## config.mk

```make
export PLATFORM = sky130hd
export DESIGN_NAME = data_ram_bridge
export DESIGN_NICKNAME = d
export VERILOG_FILES = /design/src/rtl/data_ram_bridge_pkg.sv /design/src/rtl/data_ram_bridge_timeout_cnt.sv /design/src/rtl/data_ram_bridge.sv
export SDC_FILE = /design/constraint.sdc
export NUM_CORES = 1
export LEC_CHECK = 0
export ABC_CLOCK_PERIOD_IN_PS = 4500
export CORE_UTILIZATION = 40
export DETAILED_ROUTE_END_ITERATION = 7
export PLACE_DENSITY_LB_ADDON = 0.08
export SYNTH_ARGS = -nofsm -noshare
export SYNTH_HDL_FRONTEND = slang
export SYNTH_SLANG_ARGS = --single-unit
```

## constraint.sdc

```tcl
create_clock -name clk -period 4.5 [get_ports clk]
set_input_delay 1.35 -clock clk [delete_from_list [all_inputs] [get_ports clk]]
set_output_delay 1.35 -clock clk [all_outputs]
set_load 0.01 [all_outputs]
```

## src/rtl/data_ram_bridge_pkg.sv

```systemverilog
// Shared definitions for the data RAM bridge: bus widths, timeout limit
// and FSM state encoding. Optional feature macro: DATA_BUS_TIMEOUT_EN.
package data_ram_bridge_pkg;

    localparam int DATA_W = 32;
    localparam int ADDR_W = 32;
    localparam int STRB_W = 4;
    localparam int CNT_W  = 8;

    localparam logic [CNT_W-1:0] TIMEOUT_LIMIT = 8'd255;

    typedef enum logic [1:0] {
        S_IDLE = 2'd0,
        S_REQ  = 2'd1,
        S_WAIT = 2'd2,
        S_DONE = 2'd3
    } bridge_state_t;

endpackage

```

## src/rtl/data_ram_bridge_timeout_cnt.sv

```systemverilog
// Bus timeout counter: counts cycles an access spends in flight and flags
// when the limit is reached. Only instantiated with DATA_BUS_TIMEOUT_EN.
module bus_timeout_cnt
    import data_ram_bridge_pkg::*;
(
    input  logic clk,
    input  logic rst,
    input  logic clear,
    input  logic enable,
    output logic expired
);

    logic [CNT_W-1:0] count;

    // Hold at zero outside an access, count up while one is in flight, stop at the limit
    always_ff @(posedge clk or posedge rst) begin
        if (rst) begin
            count <= '0;
        end else if (clear) begin
            count <= '0;
        end else if (enable && (count != TIMEOUT_LIMIT)) begin
            count <= count + 1'b1;
        end
    end

    assign expired = (count == TIMEOUT_LIMIT);

endmodule

```

## src/rtl/data_ram_bridge.sv

```systemverilog
// Data RAM bridge: turns MEM-stage load/store requests into a registered
// request/response handshake on the data bus, stalling the pipeline while
// the access is in flight. Flushed accesses finish on the bus silently.
// Optional macro DATA_BUS_TIMEOUT_EN adds an 8-bit bus timeout with bus_error.
module data_ram_bridge
    import data_ram_bridge_pkg::*;
(
    input  logic              clk,
    input  logic              rst,
    input  logic              ram_en,
    input  logic [STRB_W-1:0] ram_write_en,
    input  logic [ADDR_W-1:0] ram_addr,
    input  logic [DATA_W-1:0] ram_write_data,
    input  logic              flush,
    output logic [DATA_W-1:0] ram_read_data,
    output logic              stall_request,
    output logic              bus_req,
    output logic [STRB_W-1:0] bus_we,
    output logic [ADDR_W-1:0] bus_addr,
    output logic [DATA_W-1:0] bus_wdata,
    input  logic              bus_ready,
    input  logic              bus_rvalid,
    input  logic [DATA_W-1:0] bus_rdata,
    output logic              bus_error
);

    bridge_state_t state;
    bridge_state_t next_state;

    logic cancel;
    logic cancel_eff;
    logic in_flight;
    logic is_write;
    logic start;
    logic capture;
    logic timeout_evt;
    logic timeout_hit;

    assign in_flight  = (state == S_REQ) || (state == S_WAIT);
    assign is_write   = |bus_we;
    assign cancel_eff = cancel | flush;

`ifdef DATA_BUS_TIMEOUT_EN
    bus_timeout_cnt u_timeout (
        .clk     (clk),
        .rst     (rst),
        .clear   (!in_flight),
        .enable  (in_flight),
        .expired (timeout_hit)
    );

    // One-cycle error pulse on the edge that abandons a timed-out access
    always_ff @(posedge clk or posedge rst) begin
        if (rst) begin
            bus_error <= 1'b0;
        end else begin
            bus_error <= timeout_evt;
        end
    end
`else
    assign timeout_hit = 1'b0;
    assign bus_error   = 1'b0;
`endif

    // Next-state decode; a real bus response always wins over a timeout
    always_comb begin
        next_state  = state;
        start       = 1'b0;
        capture     = 1'b0;
        timeout_evt = 1'b0;
        case (state)
            S_IDLE: begin
                if (ram_en && !flush) begin
                    next_state = S_REQ;
                    start      = 1'b1;
                end
            end
            S_REQ: begin
                if (bus_ready) begin
                    if (!is_write) begin
                        next_state = S_WAIT;
                    end else if (cancel_eff) begin
                        next_state = S_IDLE;
                    end else begin
                        next_state = S_DONE;
                    end
                end else if (timeout_hit) begin
                    timeout_evt = 1'b1;
                    next_state  = cancel_eff ? S_IDLE : S_DONE;
                end
            end
            S_WAIT: begin
                if (bus_rvalid) begin
                    if (cancel_eff) begin
                        next_state = S_IDLE;
                    end else begin
                        next_state = S_DONE;
                        capture    = 1'b1;
                    end
                end else if (timeout_hit) begin
                    timeout_evt = 1'b1;
                    next_state  = cancel_eff ? S_IDLE : S_DONE;
                end
            end
            S_DONE: begin
                next_state = S_IDLE;
            end
            default: begin
                next_state = S_IDLE;
            end
        endcase
    end

    assign stall_request = ((state == S_IDLE) && ram_en) || in_flight;

    // State register and registered bus request, asserted exactly while in REQ
    always_ff @(posedge clk or posedge rst) begin
        if (rst) begin
            state   <= S_IDLE;
            bus_req <= 1'b0;
        end else begin
            state   <= next_state;
            bus_req <= (next_state == S_REQ);
        end
    end

    // Latch the request fields when an access starts; they stay stable afterwards
    always_ff @(posedge clk or posedge rst) begin
        if (rst) begin
            bus_we    <= '0;
            bus_addr  <= '0;
            bus_wdata <= '0;
        end else if (start) begin
            bus_we    <= ram_write_en;
            bus_addr  <= ram_addr;
            bus_wdata <= ram_write_data;
        end
    end

    // Remember a flush seen mid-access so the completion is swallowed
    always_ff @(posedge clk or posedge rst) begin
        if (rst) begin
            cancel <= 1'b0;
        end else if (in_flight) begin
            cancel <= cancel_eff;
        end else begin
            cancel <= 1'b0;
        end
    end

    // Load data only changes on a good read response or a read timeout
    always_ff @(posedge clk or posedge rst) begin
        if (rst) begin
            ram_read_data <= '0;
        end else if (capture) begin
            ram_read_data <= bus_rdata;
        end else if (timeout_evt && !cancel_eff && !is_write) begin
            ram_read_data <= '0;
        end
    end

endmodule

```

==> impl_results.md <==
- Status: finished clean
- CP Cell Sequence: clkdlybuf4s50_1 > a21o_1 > clkdlybuf4s50_1
- Clk pin slew, worst setup/hold paths: 0.08 ns
- R2r endpoint: bus_wdata[3]$_DFFE_PP0P_
- Grt total ovfl: 0
- Netlist cell types: 27
- Multiplexer area fraction after synthesis: 29.6%
- # DRC: 0
- Placer congestion estimate: 0.753
- Layout cells sized above 1: 23.9%
- # rows: 37
- CTS tree: yes
- Synth Flop Type: dfrtp_1
- First-pass GRT wire length: 15,200 µm
- Core Area: 10,300 µm²
- Fin Setup TNS: 0 ns
- Number of synthesized register bits: 104
- Worst Path Arrival: 2.57 ns
- Global-route met1 utilization: 21.6%
- Synth Area in Adders: 1.19%
- H-tree Lvls: 3
- Initial core utilization: 41.1%
- PD cells: 648 nW/µm²
- DR pass1 iterations: 4
- Final core occ: 63.4%
- Simple-gate share of the synthesized area: 1.96%
- Clk_lat worst skew: 0.35 ns
- TritonCTS Buffers: 9
- Measured slew at the worst slew-check pin: 0.972 ns
- Largest net degree at the start of global routing: 69
- CTS resizes: 0
- Hold Fails Final Rpt: 0
- Iter 0 DRT Violations: 69
- Most Frequent Cell on Critical Path: clkdlybuf4s50_1
- Fraction of registers with async set/reset: 100%
- CP Launch Point: ram_en
- Final WL: 9330 µm
- Worst min-delay path category: register to register
- R2r setup slk: 2.15 ns
- Compound-Gate Fraction of Synth Area: 2.16%
- # Max-Cap Violations: 0
- Vias: 2,755
- Die area: 11,000 µm²
- Seq/Total Area, Yosys: 61.6%
- Final ANT Viol Nets: 0
- Beginning of the worst hold path: bus_wdata[8]$_DFFE_PP0P_
- Worst reg2reg path startpoint: state[0]$_DFF_PP0_
- Worst EP required: 3.15 ns
- Post-Syn Area: 4220 µm²
- Routed length per placed instance: 15.8 µm
- Slew HR: 35.2%
- Max Clock Freq: 255 MHz
- Cell count of the worst hold path: 1
- Setup CP Type: primary input to output pin
- Deepest clock path buffer count: 2
- Hold endpoint: bus_wdata[8]$_DFFE_PP0P_
- Post CTS Setup Buffer Count: 0
- Fin Clk Skew: 0.00678 ns
- Fin. max-slew vios: 0
- Critical Path Start Type: primary input
- Met2 usage: 28.6%
- Chip Width: 105 µm
- CTS Hold Bufs: 0
- Initial antenna violation count: 0
- Crit share post-route: 87.1%
- Largest family of logic cells by synthesized area: multiplexers
- GR peak layer: met2
- Peak supply drop: 365 µV
- Io pins: 209
- P_leak: 0.00277 µW
- Ys Warns: 0
- GR Util met3: 6.30%
- Slowest library cell on the worst path: clkdlybuf4s50_1
- Setup crit end kind: output pin
- Worst r2r path cells: 4
- Syn avg cell area: 17.2 µm²
- Unrepaired setup endpoints after global routing: false
- Crit path max fanout: 3
- Diodes inserted: 0
- Max stage delay on crit path: 0.55 ns
- Tot GR Track Use: 17.9%
- IO Port Bufs: 207
- Sink Count: 104
- DP Wirelength: 6720 µm
- Xor/xnor share of the synthesized area: 0%
- Final setup viols: 0
- Number of flops mapped to enable cells by yosys: 0
- Syn nets: 355
- Number of global-route vias before repair: 3,001
- Post-Syn Instances: 245
- Total Nets Final: 563
- Area grow syn2layout: 54.3%
- Min cycle time layout: 3.92 ns
- DIE HEIGHT: 105 µm
- CTS root buffer: clkbuf_8
- DR vias/cell: 4.65
power by group:
group | switching [µW] | total [µW] | internal [µW]
sequential | 250 | 1660 | 1410
clock | 282 | 493 | 211
combinational | 718 | 2070 | 1360
routing by layer:
metal	wire [µm]	part of all wire, %
met5	0	0
met4	225	2.4
met3	843	9.0
met2	4360	47
met1	3900	42
synthesized netlist by cell type (2+ instances only):
| master | instances | area, µm² |
|---|---|---|
| buf_12 | 3 | 60.1 |
| buf_2 | 4 | 20.0 |
| buf_4 | 4 | 30.0 |
| dfrtp_1 | 104 | 2600 |
| ha_1 | 4 | 50.1 |
| inv_1 | 6 | 22.5 |
| mux2_1 | 11 | 124 |
| mux2_2 | 59 | 664 |
| mux2_4 | 30 | 450 |
| nor2_1 | 2 | 7.51 |
| o221ai_1 | 2 | 17.5 |
worst max-delay path: cells and delay by family:
family,cells,cell delay (ns)
buf+inv,2,1.08
compound gates,1,0.14
metrics by stage:
stage | setup WS [ns] | hold WS [ns] | total power (µW) | instance area, µm² | cells
6_report | 0.582 | 0.495 | 4220 | 6520 | 592
5_1_grt | 0.537 | 0.509 | 4490 | 6520 | 592
2_1_floorplan | 0.418 | 0.534 | 2590 | 4220 | 245
4_1_cts | 0.574 | 0.500 | 4280 | 6520 | 592
3_5_place_dp | 0.583 | 0.480 | 3770 | 6360 | 578
3_3_place_gp | 0.600 | 0.475 | 3730 | 6360 | 578
cell type report:
class	count	area, µm²
repair buffers	209	2090
clock inverters	1	5.00
well taps	136	170
inverters	6	25.0
fillers	812	3760
multi-input cells	123	1480
clock buffers	13	149
flip-flops and latches	104	2600
sequential cells by signal (all words and copies together) (netlist names):
register and cells:
bus_addr 32, cancel 1, bus_req 1, bus_we 4, ram_read_data 32, state 2, bus_wdata 32
worst max-delay path by stage:
stage | endpoint | slack [ns] | cells past startpoint
after floorplan | bus_addr[0]$_DFFE_PP0P_ | 0.42 | 1
after global placement | stall_request | 0.60 | 3
after detailed placement | stall_request | 0.58 | 3
after CTS | stall_request | 0.57 | 3
after global routing | stall_request | 0.54 | 3
final | stall_request | 0.58 | 3
cells by family (layout without fill, tap and decap cells):
kind of cell / Yosys count / after routing
DFF: 104 / 104
muxes: 101 / 101
buffers and inverters: 18 / 229
and+or+nand+nor: 10 / 10
AOI/OAI and AO/OA: 7 / 7
adders and majority gates: 4 / 4
other: 1 / 1
placed cells by master, fill, tap and decap left out, types with 2 or more instances in the layout:
master             n
mux2_1            11
mux2_4            30
inv_1              5
clkbuf_1           3
buf_4              2
nor2_1             2
mux2_2            59
clkbuf_8          10
clkdlybuf4s50_1  207
dfrtp_1          104
o221ai_1           2
ha_1               4
(Power assumes the default switching activity.)
